==> config.mk <==
export PLATFORM = sky130hd
export DESIGN_NAME = ws2812_chain_tx
export DESIGN_NICKNAME = d
export VERILOG_FILES = /design/src/rtl/ws2812_chain_tx.sv
export SDC_FILE = /design/constraint.sdc
export NUM_CORES = 1
export LEC_CHECK = 0
export CAP_MARGIN = 20
export CELL_PAD_IN_SITES_DETAIL_PLACEMENT = 0
export CELL_PAD_IN_SITES_GLOBAL_PLACEMENT = 1
export CORE_ASPECT_RATIO = 0.9
export CORE_MARGIN = 3
export CORE_UTILIZATION = 47
export CTS_CLUSTER_DIAMETER = 60
export DETAILED_ROUTE_END_ITERATION = 10
export PLACE_DENSITY_LB_ADDON = 0.15
export SKIP_LAST_GASP = 1
export SLEW_MARGIN = 25
export SYNTH_ARGS = -nofsm -noshare
export SYNTH_HDL_FRONTEND = slang
export SYNTH_SLANG_ARGS = --single-unit
==> constraint.sdc <==
create_clock -name clk -period 3.36 [get_ports clk]
set_clock_uncertainty 0.1 [all_clocks]
set_input_delay 0.672 -clock clk [delete_from_list [all_inputs] [get_ports clk]]
set_output_delay 0.672 -clock clk [all_outputs]
set_load 0.03 [all_outputs]
==> src/rtl/ws2812_chain_tx.sv <==
// WS2812-family strand encoder: valid/ready pixel stream in, MSB-first return-to-zero symbols
// out, one-pixel holding buffer for gapless pixels, and a low latch period closing each frame.
module ws2812_chain_tx #(
  parameter int PIX_BITS = 24,
  parameter int NUM_LED  = 8,
  parameter int T_BIT    = 60,
  parameter int T0H      = 20,
  parameter int T1H      = 40,
  parameter int T_RST    = 2500
) (
  input  logic                clk,
  input  logic                rst_n,
  input  logic                start,
  input  logic [PIX_BITS-1:0] pix_data,
  input  logic                pix_valid,
  output logic                pix_ready,
  output logic                busy,
  output logic                frame_done,
  output logic                underrun,
  output logic                dout
);

  localparam int SW = $clog2(T_BIT + 1);
  localparam int BW = $clog2(PIX_BITS + 1);
  localparam int CW = $clog2(NUM_LED + 1);
  localparam int LW = $clog2(T_RST + 1);

  localparam logic [SW-1:0] SYM_LAST = SW'(T_BIT - 1);
  localparam logic [SW-1:0] HI0      = SW'(T0H);
  localparam logic [SW-1:0] HI1      = SW'(T1H);
  localparam logic [BW-1:0] BIT_LAST = BW'(PIX_BITS - 1);
  localparam logic [CW-1:0] NUM_C    = CW'(NUM_LED);
  localparam logic [LW-1:0] LAT_LAST = LW'(T_RST - 1);

  typedef enum logic [1:0] {IDLE, FILL, SEND, LATCH} state_t;

  state_t              state_reg, state_next;
  logic [PIX_BITS-1:0] buf_reg, shift_reg;
  logic                buf_full_reg;
  logic [SW-1:0]       sym_cnt_reg;
  logic [BW-1:0]       bit_idx_reg;
  logic [CW-1:0]       acc_cnt_reg, sent_cnt_reg;
  logic [LW-1:0]       lat_cnt_reg;
  logic                pix_ready_reg, busy_reg, frame_done_reg, underrun_reg, dout_reg;

  logic                xfer, sym_end, last_bit, load;
  logic [CW-1:0]       acc_next;
  logic [SW-1:0]       sym_inc, hi_len;
  logic [LW-1:0]       lat_inc;

  always_comb begin
    xfer     = pix_valid & pix_ready_reg;
    sym_end  = (state_reg == SEND) && (sym_cnt_reg == SYM_LAST);
    last_bit = (bit_idx_reg == BIT_LAST);
    // the shifter takes the buffered pixel either to open the frame or to follow the last bit
    load     = buf_full_reg && ((state_reg == FILL) || (sym_end && last_bit));
    acc_next = (state_reg == IDLE && start) ? '0 : acc_cnt_reg + CW'(xfer);
    sym_inc  = sym_cnt_reg + 1'b1;
    lat_inc  = lat_cnt_reg + 1'b1;
    hi_len   = shift_reg[PIX_BITS-1] ? HI1 : HI0;

    state_next = state_reg;
    case (state_reg)
      IDLE:    if (start) state_next = FILL;
      FILL:    if (buf_full_reg) state_next = SEND;
      SEND:    if (sym_end && last_bit && !buf_full_reg) state_next = LATCH;
      LATCH:   if (lat_cnt_reg == LAT_LAST) state_next = IDLE;
      default: state_next = IDLE;
    endcase
  end

  always_ff @(posedge clk or negedge rst_n) begin
    if (!rst_n) begin
      state_reg      <= IDLE;
      buf_reg        <= '0;
      shift_reg      <= '0;
      buf_full_reg   <= 1'b0;
      sym_cnt_reg    <= '0;
      bit_idx_reg    <= '0;
      acc_cnt_reg    <= '0;
      sent_cnt_reg   <= '0;
      lat_cnt_reg    <= '0;
      pix_ready_reg  <= 1'b0;
      busy_reg       <= 1'b0;
      frame_done_reg <= 1'b0;
      underrun_reg   <= 1'b0;
      dout_reg       <= 1'b0;
    end else begin
      state_reg      <= state_next;
      busy_reg       <= (state_next != IDLE);
      acc_cnt_reg    <= acc_next;
      frame_done_reg <= 1'b0;
      // ready stays low through the cycle after a drain so the source sees a clean handshake
      pix_ready_reg  <= ((state_next == FILL) || (state_next == SEND)) &&
                        !buf_full_reg && !xfer && (acc_next < NUM_C);
      underrun_reg   <= sym_end && last_bit && !buf_full_reg && (sent_cnt_reg != NUM_C);

      if (xfer) begin
        buf_reg      <= pix_data;
        buf_full_reg <= 1'b1;
      end else if (load) begin
        buf_full_reg <= 1'b0;
      end

      if (load) begin
        shift_reg    <= buf_reg;
        bit_idx_reg  <= '0;
        sym_cnt_reg  <= '0;
        dout_reg     <= 1'b1;
        sent_cnt_reg <= sent_cnt_reg + 1'b1;
      end else begin
        case (state_reg)
          IDLE: begin
            dout_reg <= 1'b0;
            if (start) sent_cnt_reg <= '0;
          end
          FILL: dout_reg <= 1'b0;
          SEND: begin
            if (!sym_end) begin
              sym_cnt_reg <= sym_inc;
              dout_reg    <= (sym_inc < hi_len);
            end else if (!last_bit) begin
              shift_reg   <= shift_reg << 1;
              bit_idx_reg <= bit_idx_reg + 1'b1;
              sym_cnt_reg <= '0;
              dout_reg    <= 1'b1;
            end else begin
              lat_cnt_reg    <= '0;
              dout_reg       <= 1'b0;
              frame_done_reg <= (T_RST == 1);
            end
          end
          LATCH: begin
            dout_reg <= 1'b0;
            if (lat_cnt_reg != LAT_LAST) begin
              lat_cnt_reg    <= lat_inc;
              frame_done_reg <= (lat_inc == LAT_LAST);
            end
          end
          default: dout_reg <= 1'b0;
        endcase
      end
    end
  end

  assign pix_ready  = pix_ready_reg;
  assign busy       = busy_reg;
  assign frame_done = frame_done_reg;
  assign underrun   = underrun_reg;
  assign dout       = dout_reg;

endmodule

==> Flow_metrics.wiki, run 1 <==
{| class="wikitable"
! Metric !! Value
|-
| Cell area after synthesis || 4240 sq um
|-
| Net Switching || 581 uW
|-
| Number of max-cap violations || 0
|-
| Final worst slack || 0.717 ns
|-
| Part of the Yosys area used for sequential elements || 51.4%
|-
| Number of remaining DRC errors || 0
|-
| Initial standard-cell utilization of the core || 48.7%
|-
| Top_reg_cell synth || sky130_fd_sc_hd__dfrtp_1
|-
| Capturing element type of the critical path || flop
|-
| Worst reg2reg path endpoint || pix_ready$_DFF_PN0_
|-
| Die footprint || 10,200 sq um
|-
| Nets || 432
|-
| Fillers || 784
|-
| Leakage power summed over all cells || 2.20 nW
|-
| Wire length of the first global-routing pass || 13,800 um
|-
| Internal power component || 1.67 mW
|-
| Worst reg2reg path startpoint || lat_cnt_reg[0]$_DFFE_PN0P_
|-
| Number of sinks on the clock net || 87
|-
| Detailed Route WL || 8120 um
|-
| Post-cts repair resize count || 0
|-
| Vias || 2,910
|-
| Arrival @ worst endpoint || 2.79 ns
|-
| Setup Total Neg Slack || 0 ns
|-
| Clock input transition at the sequential cells of the worst setup and hold paths || 0.09 ns
|-
| Number of H-tree branching levels || 3
|-
| Share of cells above drive strength 1 || 15.1%
|-
| Chip width || 106 um
|-
| All-Layer GR Usage || 17.1%
|-
| Setup slack, reg-to-reg || 0.72 ns
|-
| Clock Root Buffer || sky130_fd_sc_hd__clkbuf_8
|-
| Drt initial violations || 105
|-
| Period utilisation layout || 78.6%
|-
| Count of nets left with antenna violations after detail routing || 0
|-
| WS Path Type || flop to flop
|-
| Unrepaired setup endpoints after global routing || false
|-
| Worst Setup SP || lat_cnt_reg[0]$_DFFE_PN0P_
|-
| Final global-route overflow total || 0
|-
| Class of the most critical hold timing path || input pin to async pin
|-
| CP max FO || 11
|-
| Fin area || 4820 sq um
|-
| Share of total power in the clock network || 30.3%
|-
| Final setup violating endpoints || 0
|-
| Die outline height || 96.1 um
|-
| Total cell area at the placement stage || 4640 sq um
|-
| Max Freq || 378 MHz
|-
| Footprint of the multi-input gates || 1880 sq um
|-
| TritonRoute pass-1 iters || 4
|-
| Dpl hpwl || 5270 um
|-
| Worst endpoint required time || 3.51 ns
|-
| Post-Synthesis Net Count || 407
|-
| Wire length per cell || 15.7 um
|-
| Per-cell via count in the routed design || 5.64
|-
| Clk Latency, worst-skew pair || 0.35 ns
|-
| Worst-case headroom to the max-slew limit || 40.0%
|-
| Via count of the first global-routing pass || 2,767
|-
| Antenna diode count || 0
|-
| Count of input and output buffers || 32
|-
| Maximum vdd ir drop || 256 uV
|-
| Number of distinct library cell variants in the gate-level netlist after synthesis || 59
|-
| Routing usage on met2 || 25.9%
|-
| Post-layout min period || 2.64 ns
|-
| Routability cong. || 0.783
|-
| Met1 track demand over resource in global routing || 24.6%
|-
| Number of flops mapped to enable cells by yosys || 0
|-
| Startpoint types || flop
|-
| TritonCTS clock tree || yes
|-
| Most utilized layer in the global route result || met2
|-
| Max Buffers Root-to-Sink || 2
|-
| Std-Cell Rows || 32
|-
| Placeable core region || 8690 sq um
|-
| Number of ports placed on the die boundary || 33
|-
| Area Growth Syn to Fin || 13.8%
|-
| Post-synthesis sequential element count || 87
|-
| Switching Fraction || 25.8%
|-
| Met3 usage in global routing || 3.89%
|-
| Number of failing hold endpoints at the final stage || 0
|-
| Antenna violations before repair || 0
|-
| Cell area power density || 466 nW/um^2
|-
| Setup slack at placement || 0.665 ns
|-
| Register-to-Register Path Depth || 7
|-
| Buffer count from post-CTS setup fixing || 0
|-
| Synth warn || 0
|-
| Cell count after synthesis || 367
|-
| Seq pwr share || 58.6%
|-
| Async set-or-reset flop fraction in the synthesized netlist || 100%
|-
| Flip-flop and latch area || 2180 sq um
|-
| Max Slew Vio Count || 0
|-
| Tightest Pin Transition || 0.896 ns
|-
| Number of CTS-inserted buffers || 9
|-
| Comb pwr share || 11.1%
|-
| Maximum number of pins on one net before global-route repair || 88
|-
| Average footprint of a synthesized cell || 11.5 sq um
|-
| Outcome || completed
|-
| Number of hold buffers added after CTS || 0
|}
-- through the flow --
stage               hold slack (ns)  total power, mW  cells  util (%)
detailed placement            0.387             1.60    500      53.4
CTS                           0.298             2.29    516      55.5
global route                  0.309             2.38    516      55.5
floorplan                     0.276             1.48    367         -
global placement              0.385             1.58    500      53.3
finish                        0.254             2.25    516      55.5
-- layer usage --
| layer | part of all wire, % | vias up |
|---|---|---|
| met2 | 47 | 42 |
| li1 | - | 1400 |
| met5 | 0 | - |
| met1 | 49 | 1462 |
| met3 | 2.7 | 6 |
| met4 | 0.94 | 0 |
-- kinds of logic (layout without fill, tap and decap cells) --
kind of cell	Yosys count	count (layout)	synth area share, %
and+or+nand+nor	109	109	15.8
muxes	28	28	7.39
adders and majority gates	12	12	3.54
DFF	87	87	51.4
xor gates and xnor gates	9	9	1.86
AOI/OAI and AO/OA	80	80	15.4
buffers and inverters	42	72	4.64
-- worst max-delay path: stages (launching register included) --
cell and delay [ns]:
sky130_fd_sc_hd__dfrtp_1 0.43, sky130_fd_sc_hd__ha_1 0.31, sky130_fd_sc_hd__nor4bb_1 0.18, sky130_fd_sc_hd__a31oi_1 0.71
sky130_fd_sc_hd__a21oi_1 0.15, sky130_fd_sc_hd__and2_1 0.20, sky130_fd_sc_hd__ha_1 0.26, sky130_fd_sc_hd__nor4b_1 0.21
-- power groups by stage --
stage          combinational [mW]  sequential [mW]  clock, mW
2_1_floorplan               0.178             1.31          0
3_3_place_gp                0.245             1.34          0
3_5_place_dp                0.256             1.34          0
4_1_cts                     0.256             1.32      0.716
5_1_grt                     0.284             1.34      0.755
6_report                    0.250             1.32      0.682
-- layout by cell type, fill, tap and decap left out, drive strengths merged, types with 6 or more instances in the layout --
cell type,n
dfrtp,87
clkdlybuf4s50,31
inv,20
nand4,6
a21oi,11
nand3,11
and2,26
nand2,9
and3,11
a211o,7
buf,7
ha,12
clkbuf,10
a221o,23
nor3,9
nor2,8
o21ai,12
xnor2,6
mux2,26
-- worst max-delay path by stage --
stage                     endpoint  slack [ns]  cells after the start
2_1_floorplan  pix_ready$_DFF_PN0_        1.02                      8
3_3_place_gp   pix_ready$_DFF_PN0_        0.70                      7
3_5_place_dp   pix_ready$_DFF_PN0_        0.66                      7
4_1_cts        pix_ready$_DFF_PN0_        0.66                      7
5_1_grt        pix_ready$_DFF_PN0_        0.41                      7
6_report       pix_ready$_DFF_PN0_        0.72                      7
-- Yosys cell counts (3+ instances only) --
| cell | n | area [sq um] |
|---|---|---|
| sky130_fd_sc_hd__nand2b_1 | 5 | 31.3 |
| sky130_fd_sc_hd__nand3_1 | 11 | 55.1 |
| sky130_fd_sc_hd__dfrtp_1 | 87 | 2180 |
| sky130_fd_sc_hd__o31ai_1 | 5 | 37.5 |
| sky130_fd_sc_hd__buf_2 | 4 | 20.0 |
| sky130_fd_sc_hd__nor2b_1 | 5 | 31.3 |
| sky130_fd_sc_hd__nand2_1 | 9 | 33.8 |
| sky130_fd_sc_hd__nand4_1 | 5 | 31.3 |
| sky130_fd_sc_hd__xor2_1 | 3 | 26.3 |
| sky130_fd_sc_hd__xnor2_1 | 6 | 52.6 |
| sky130_fd_sc_hd__a21oi_2 | 3 | 26.3 |
| sky130_fd_sc_hd__inv_1 | 18 | 67.6 |
| sky130_fd_sc_hd__or3_1 | 3 | 18.8 |
| sky130_fd_sc_hd__mux2_2 | 26 | 293 |
| sky130_fd_sc_hd__a21oi_1 | 8 | 40.0 |
| sky130_fd_sc_hd__a31oi_1 | 3 | 18.8 |
| sky130_fd_sc_hd__and4b_1 | 3 | 30.0 |
| sky130_fd_sc_hd__a221o_1 | 23 | 230 |
| sky130_fd_sc_hd__buf_4 | 5 | 37.5 |
| sky130_fd_sc_hd__and3_1 | 11 | 68.8 |
| sky130_fd_sc_hd__nor3_1 | 9 | 45.0 |
| sky130_fd_sc_hd__clkbuf_1 | 12 | 45.0 |
| sky130_fd_sc_hd__and2_1 | 26 | 163 |
| sky130_fd_sc_hd__ha_1 | 12 | 150 |
| sky130_fd_sc_hd__nor2_1 | 8 | 30.0 |
| sky130_fd_sc_hd__a211o_1 | 7 | 61.3 |
| sky130_fd_sc_hd__o21ai_0 | 12 | 60.1 |
-- layout make-up --
| type | instances | area share, % |
|---|---|---|
| sequential | 87 | 45.2 |
| timing repair buffer | 38 | 7.61 |
| inverter | 18 | 1.40 |
| clock buffer | 10 | 2.65 |
| tap | 119 | 3.09 |
| multi-input combinational | 238 | 39.0 |
| clock inverter | 6 | 1.12 |
Note: power is estimated with default switching activity, not from simulation.
==> run 2: changes to the inputs <==
==> constraint.sdc (replaced) <==
create_clock -name clk -period 2.7 [get_ports clk]
set_clock_uncertainty 0.1 [all_clocks]
set_input_delay 0.54 -clock clk [delete_from_list [all_inputs] [get_ports clk]]
set_output_delay 0.54 -clock clk [all_outputs]
set_load 0.03 [all_outputs]
==> run 2 against run 1 <==
Net effect:
- cell area increased by 2.0%
- first-iteration DRC count increased by 57%
- global-route usage decreased by 0.096 points
- largest cell class unchanged
- critical endpoint is now shift_reg[14]$_DFFE_PN0P_
- highest routed layer unchanged
- worst setup slack got worse by 0.29 ns
==> Flow_metrics.wiki, run 2 (synthesis results as in run 1) <==
{| class="wikitable"
! Metric !! Value
|-
| Outcome || completed
|-
| Number of H-tree branching levels || 3 (unchanged)
|-
| Chip width || 106 um (unchanged)
|-
| Comb pwr share || 11.0% (about the same)
|-
| Net Switching || 708 uW (+22%)
|-
| Number of CTS-inserted buffers || 9 (unchanged)
|-
| Placed instance count || 507 (+1.4%)
|-
| Number of max-cap violations || 0 (unchanged)
|-
| Vias || 2,921 (+0.38%)
|-
| Die footprint || 10,200 sq um (unchanged)
|-
| Register-to-Register Path Depth || 7 (unchanged)
|-
| Count of nets left with antenna violations after detail routing || 0 (unchanged)
|-
| Final global-route overflow total || 0 (unchanged)
|-
| Nets || 439 (+1.6%)
|-
| Switching Fraction || 24.6% (-1.2 points)
|-
| Via count of the first global-routing pass || 2,822 (+2.0%)
|-
| Worst-case headroom to the max-slew limit || 55.4% (+15 points)
|-
| Unrepaired setup endpoints after global routing || false
|-
| Dpl hpwl || 5560 um (+5.5%)
|-
| Final setup violating endpoints || 0 (unchanged)
|-
| Share of cells above drive strength 1 || 16.8% (+1.7 points)
|-
| Arrival @ worst endpoint || 2.45 ns (-0.34 ns)
|-
| Wire length per cell || 15.6 um (-1.0%)
|-
| Most common library cell in the layout ignoring fill and taps || sky130_fd_sc_hd__dfrtp_1
|-
| Antenna diode count || 0 (unchanged)
|-
| Largest stage delay, worst path || 0.44 ns (-0.27 ns)
|-
| Met1 wire length || 4060 um (+1.3%)
|-
| Worst endpoint required time || 2.88 ns (-0.63 ns)
|-
| Period utilisation layout || 84.2% (+5.5 points)
|-
| Highest-count cells in the layout ignoring fill and taps || 87 x sky130_fd_sc_hd__dfrtp_1, 31 x sky130_fd_sc_hd__clkdlybuf4s50_1, 26 x sky130_fd_sc_hd__and2_1, 26 x sky130_fd_sc_hd__mux2_2, 23 x sky130_fd_sc_hd__a221o_1
|-
| Clock input transition at the sequential cells of the worst setup and hold paths || 0.09 ns (about the same)
|-
| Clk Latency, worst-skew pair || 0.35 ns (about the same)
|-
| Post-cts repair resize count || 0 (unchanged)
|-
| Total power of the final layout || 2.88 mW (+28%)
|-
| Std-Cell Rows || 32 (unchanged)
|-
| Highest-delay cell along the critical path || sky130_fd_sc_hd__o41ai_4
|-
| Max Freq || 440 MHz (+16%)
|-
| Tightest Pin Transition || 0.668 ns (-0.228 ns)
|-
| Worst Setup SP || sym_cnt_reg[0]$_DFFE_PN0P_
|-
| WS Path Type || flop to flop
|-
| Worst hold margin || 0.0754 ns (-0.179 ns)
|-
| Per-cell via count in the routed design || 5.59 (-0.97%)
|-
| Number of sinks on the clock net || 87 (unchanged)
|-
| Number of ports placed on the die boundary || 33 (unchanged)
|-
| CP Capture Point || shift_reg[14]$_DFFE_PN0P_
|-
| Worst reg2reg path startpoint || sym_cnt_reg[0]$_DFFE_PN0P_
|-
| Detailed Route WL || 8140 um (+0.30%)
|-
| Drt initial violations || 165 (+57%)
|-
| Post-layout instance count excluding filler cells || 523 (+1.4%)
|-
| Class of the most critical hold timing path || input pin to async pin
|-
| Wire length of the first global-routing pass || 13,800 um (-0.45%)
|-
| Routed wl met3 || 281 um (+28%)
|-
| Clock Root Buffer || sky130_fd_sc_hd__clkbuf_8
|-
| Share of total power in the clock network || 32.1% (+1.8 points)
|-
| Placeable core region || 8690 sq um (unchanged)
|-
| Cell area power density || 585 nW/um^2 (+25%)
|-
| Buffer count from post-CTS setup fixing || 0 (unchanged)
|-
| Number of failing hold endpoints at the final stage || 0 (unchanged)
|-
| Initial standard-cell utilization of the core || 48.7% (unchanged)
|-
| Uppermost signal routing layer after detailed routing || met4
|-
| Maximum vdd ir drop || 325 uV (+27%)
|-
| Max Buffers Root-to-Sink || 2 (unchanged)
|-
| Die outline height || 96.1 um (unchanged)
|-
| Final core utilization || 56.6% (+1.1 points)
|-
| Post-layout min period || 2.27 ns (-0.369 ns)
|-
| Worst reg2reg path endpoint || shift_reg[14]$_DFFE_PN0P_
|-
| Chain of cells forming the critical path || ha_1 > nand4_4 > o41ai_4 > buf_4 > and2_1 > buf_12 > a221o_1
|-
| Internal power component || 2.17 mW (+30%)
|-
| Number of hold buffers added after CTS || 0 (unchanged)
|-
| TritonCTS clock tree || yes
|-
| Startpoint types || flop
|-
| CP max FO || 33 (+22)
|-
| Number of remaining DRC errors || 0 (unchanged)
|-
| Setup slack, reg-to-reg || 0.43 ns (-0.29 ns)
|-
| Area Growth Syn to Fin || 16.1%
|-
| All-Layer GR Usage || 17.0% (-0.096 points)
|-
| Capturing element type of the critical path || flop
|-
| Met2 Routed Length || 3760 um (-1.3%)
|-
| Seq pwr share || 56.9% (-1.7 points)
|-
| Max Slew Vio Count || 0 (unchanged)
|-
| Maximum number of pins on one net before global-route repair || 46 (-48%)
|-
| Routability cong. || 0.789 (+0.75%)
|-
| Leakage power summed over all cells || 2.25 nW (+2.5%)
|-
| Setup Total Neg Slack || 0 ns (unchanged)
|-
| Count of input and output buffers || 32 (unchanged)
|-
| Fillers || 732 (-6.6%)
|-
| Antenna violations before repair || 0 (unchanged)
|-
| TritonRoute pass-1 iters || 4 (unchanged)
|}
==> run 2: cell types whose count changed in the layout (fill, tap and decap cells not counted), sizes merged <==
cell,change
buf,+7
bufinv,+1
clkbuf,-1
clkinv,-1
inv,+1
==> run 2: through the flow <==
step	cell area, sq um	setup slack (ns)
6_report	4920	0.427
3_5_place_dp	4710	0.382
3_3_place_gp	4700	0.334
4_1_cts	4920	0.383
2_1_floorplan	4240	0.356
5_1_grt	4920	0.186
==> run 2: how the worst min path moves through the flow <==
stage                                             to  slack, ns  cells past startpoint                  startpoint
after CTS                 sym_cnt_reg[4]$_DFFE_PN0P_       0.08                      1                       rst_n
after global placement    sym_cnt_reg[0]$_DFFE_PN0P_       0.38                      1  sym_cnt_reg[0]$_DFFE_PN0P_
after global routing          buf_reg[0]$_DFFE_PN0P_        0.1                      1                       rst_n
after detailed placement    shift_reg[9]$_DFFE_PN0P_       0.39                      1    shift_reg[9]$_DFFE_PN0P_
after floorplan             acc_cnt_reg[0]$_DFF_PN0_       0.14                      0                       rst_n
final                     sym_cnt_reg[4]$_DFFE_PN0P_       0.08                      1                       rst_n
==> run 2: critical path, delay by kind of cell (launching register included) <==
| family | cells | cell delay [ns] |
|---|---|---|
| compound gates | 2 | 0.63 |
| fa+ha+maj | 1 | 0.30 |
| buf+inv | 2 | 0.43 |
| flops | 1 | 0.39 |
| simple gates | 2 | 0.36 |
==> run 2: per-layer routing <==
| layer | track usage, % | vias up |
|---|---|---|
| met4 | 4.53 | 0 |
| li1 | - | 1413 |
| met5 | 0 | - |
| met3 | 3.62 | 2 |
| met1 | 24.4 | 1446 |
| met2 | 26.4 | 60 |
==> run 2: power by group through the flow <==
| stage | sequential, mW | combinational, mW | clock (mW) |
|---|---|---|---|
| 3_5_place_dp | 1.67 | 0.324 | 0 |
| 5_1_grt | 1.67 | 0.359 | 1.01 |
| 4_1_cts | 1.64 | 0.325 | 0.969 |
| 2_1_floorplan | 1.63 | 0.221 | 0 |
| 3_3_place_gp | 1.66 | 0.310 | 0 |
| 6_report | 1.64 | 0.316 | 0.924 |
==> run 2: final cells by class <==
cell class                 count  area (sq um)  share of cell area (%)
clock buffer                   9           124                    2.52
sequential                    87          2180                    44.3
inverter                      18          67.6                    1.37
timing repair buffer          45           440                    8.96
multi-input combinational    238          1880                    38.2
clock inverter                 7          80.1                    1.63
tap                          119           149                    3.03
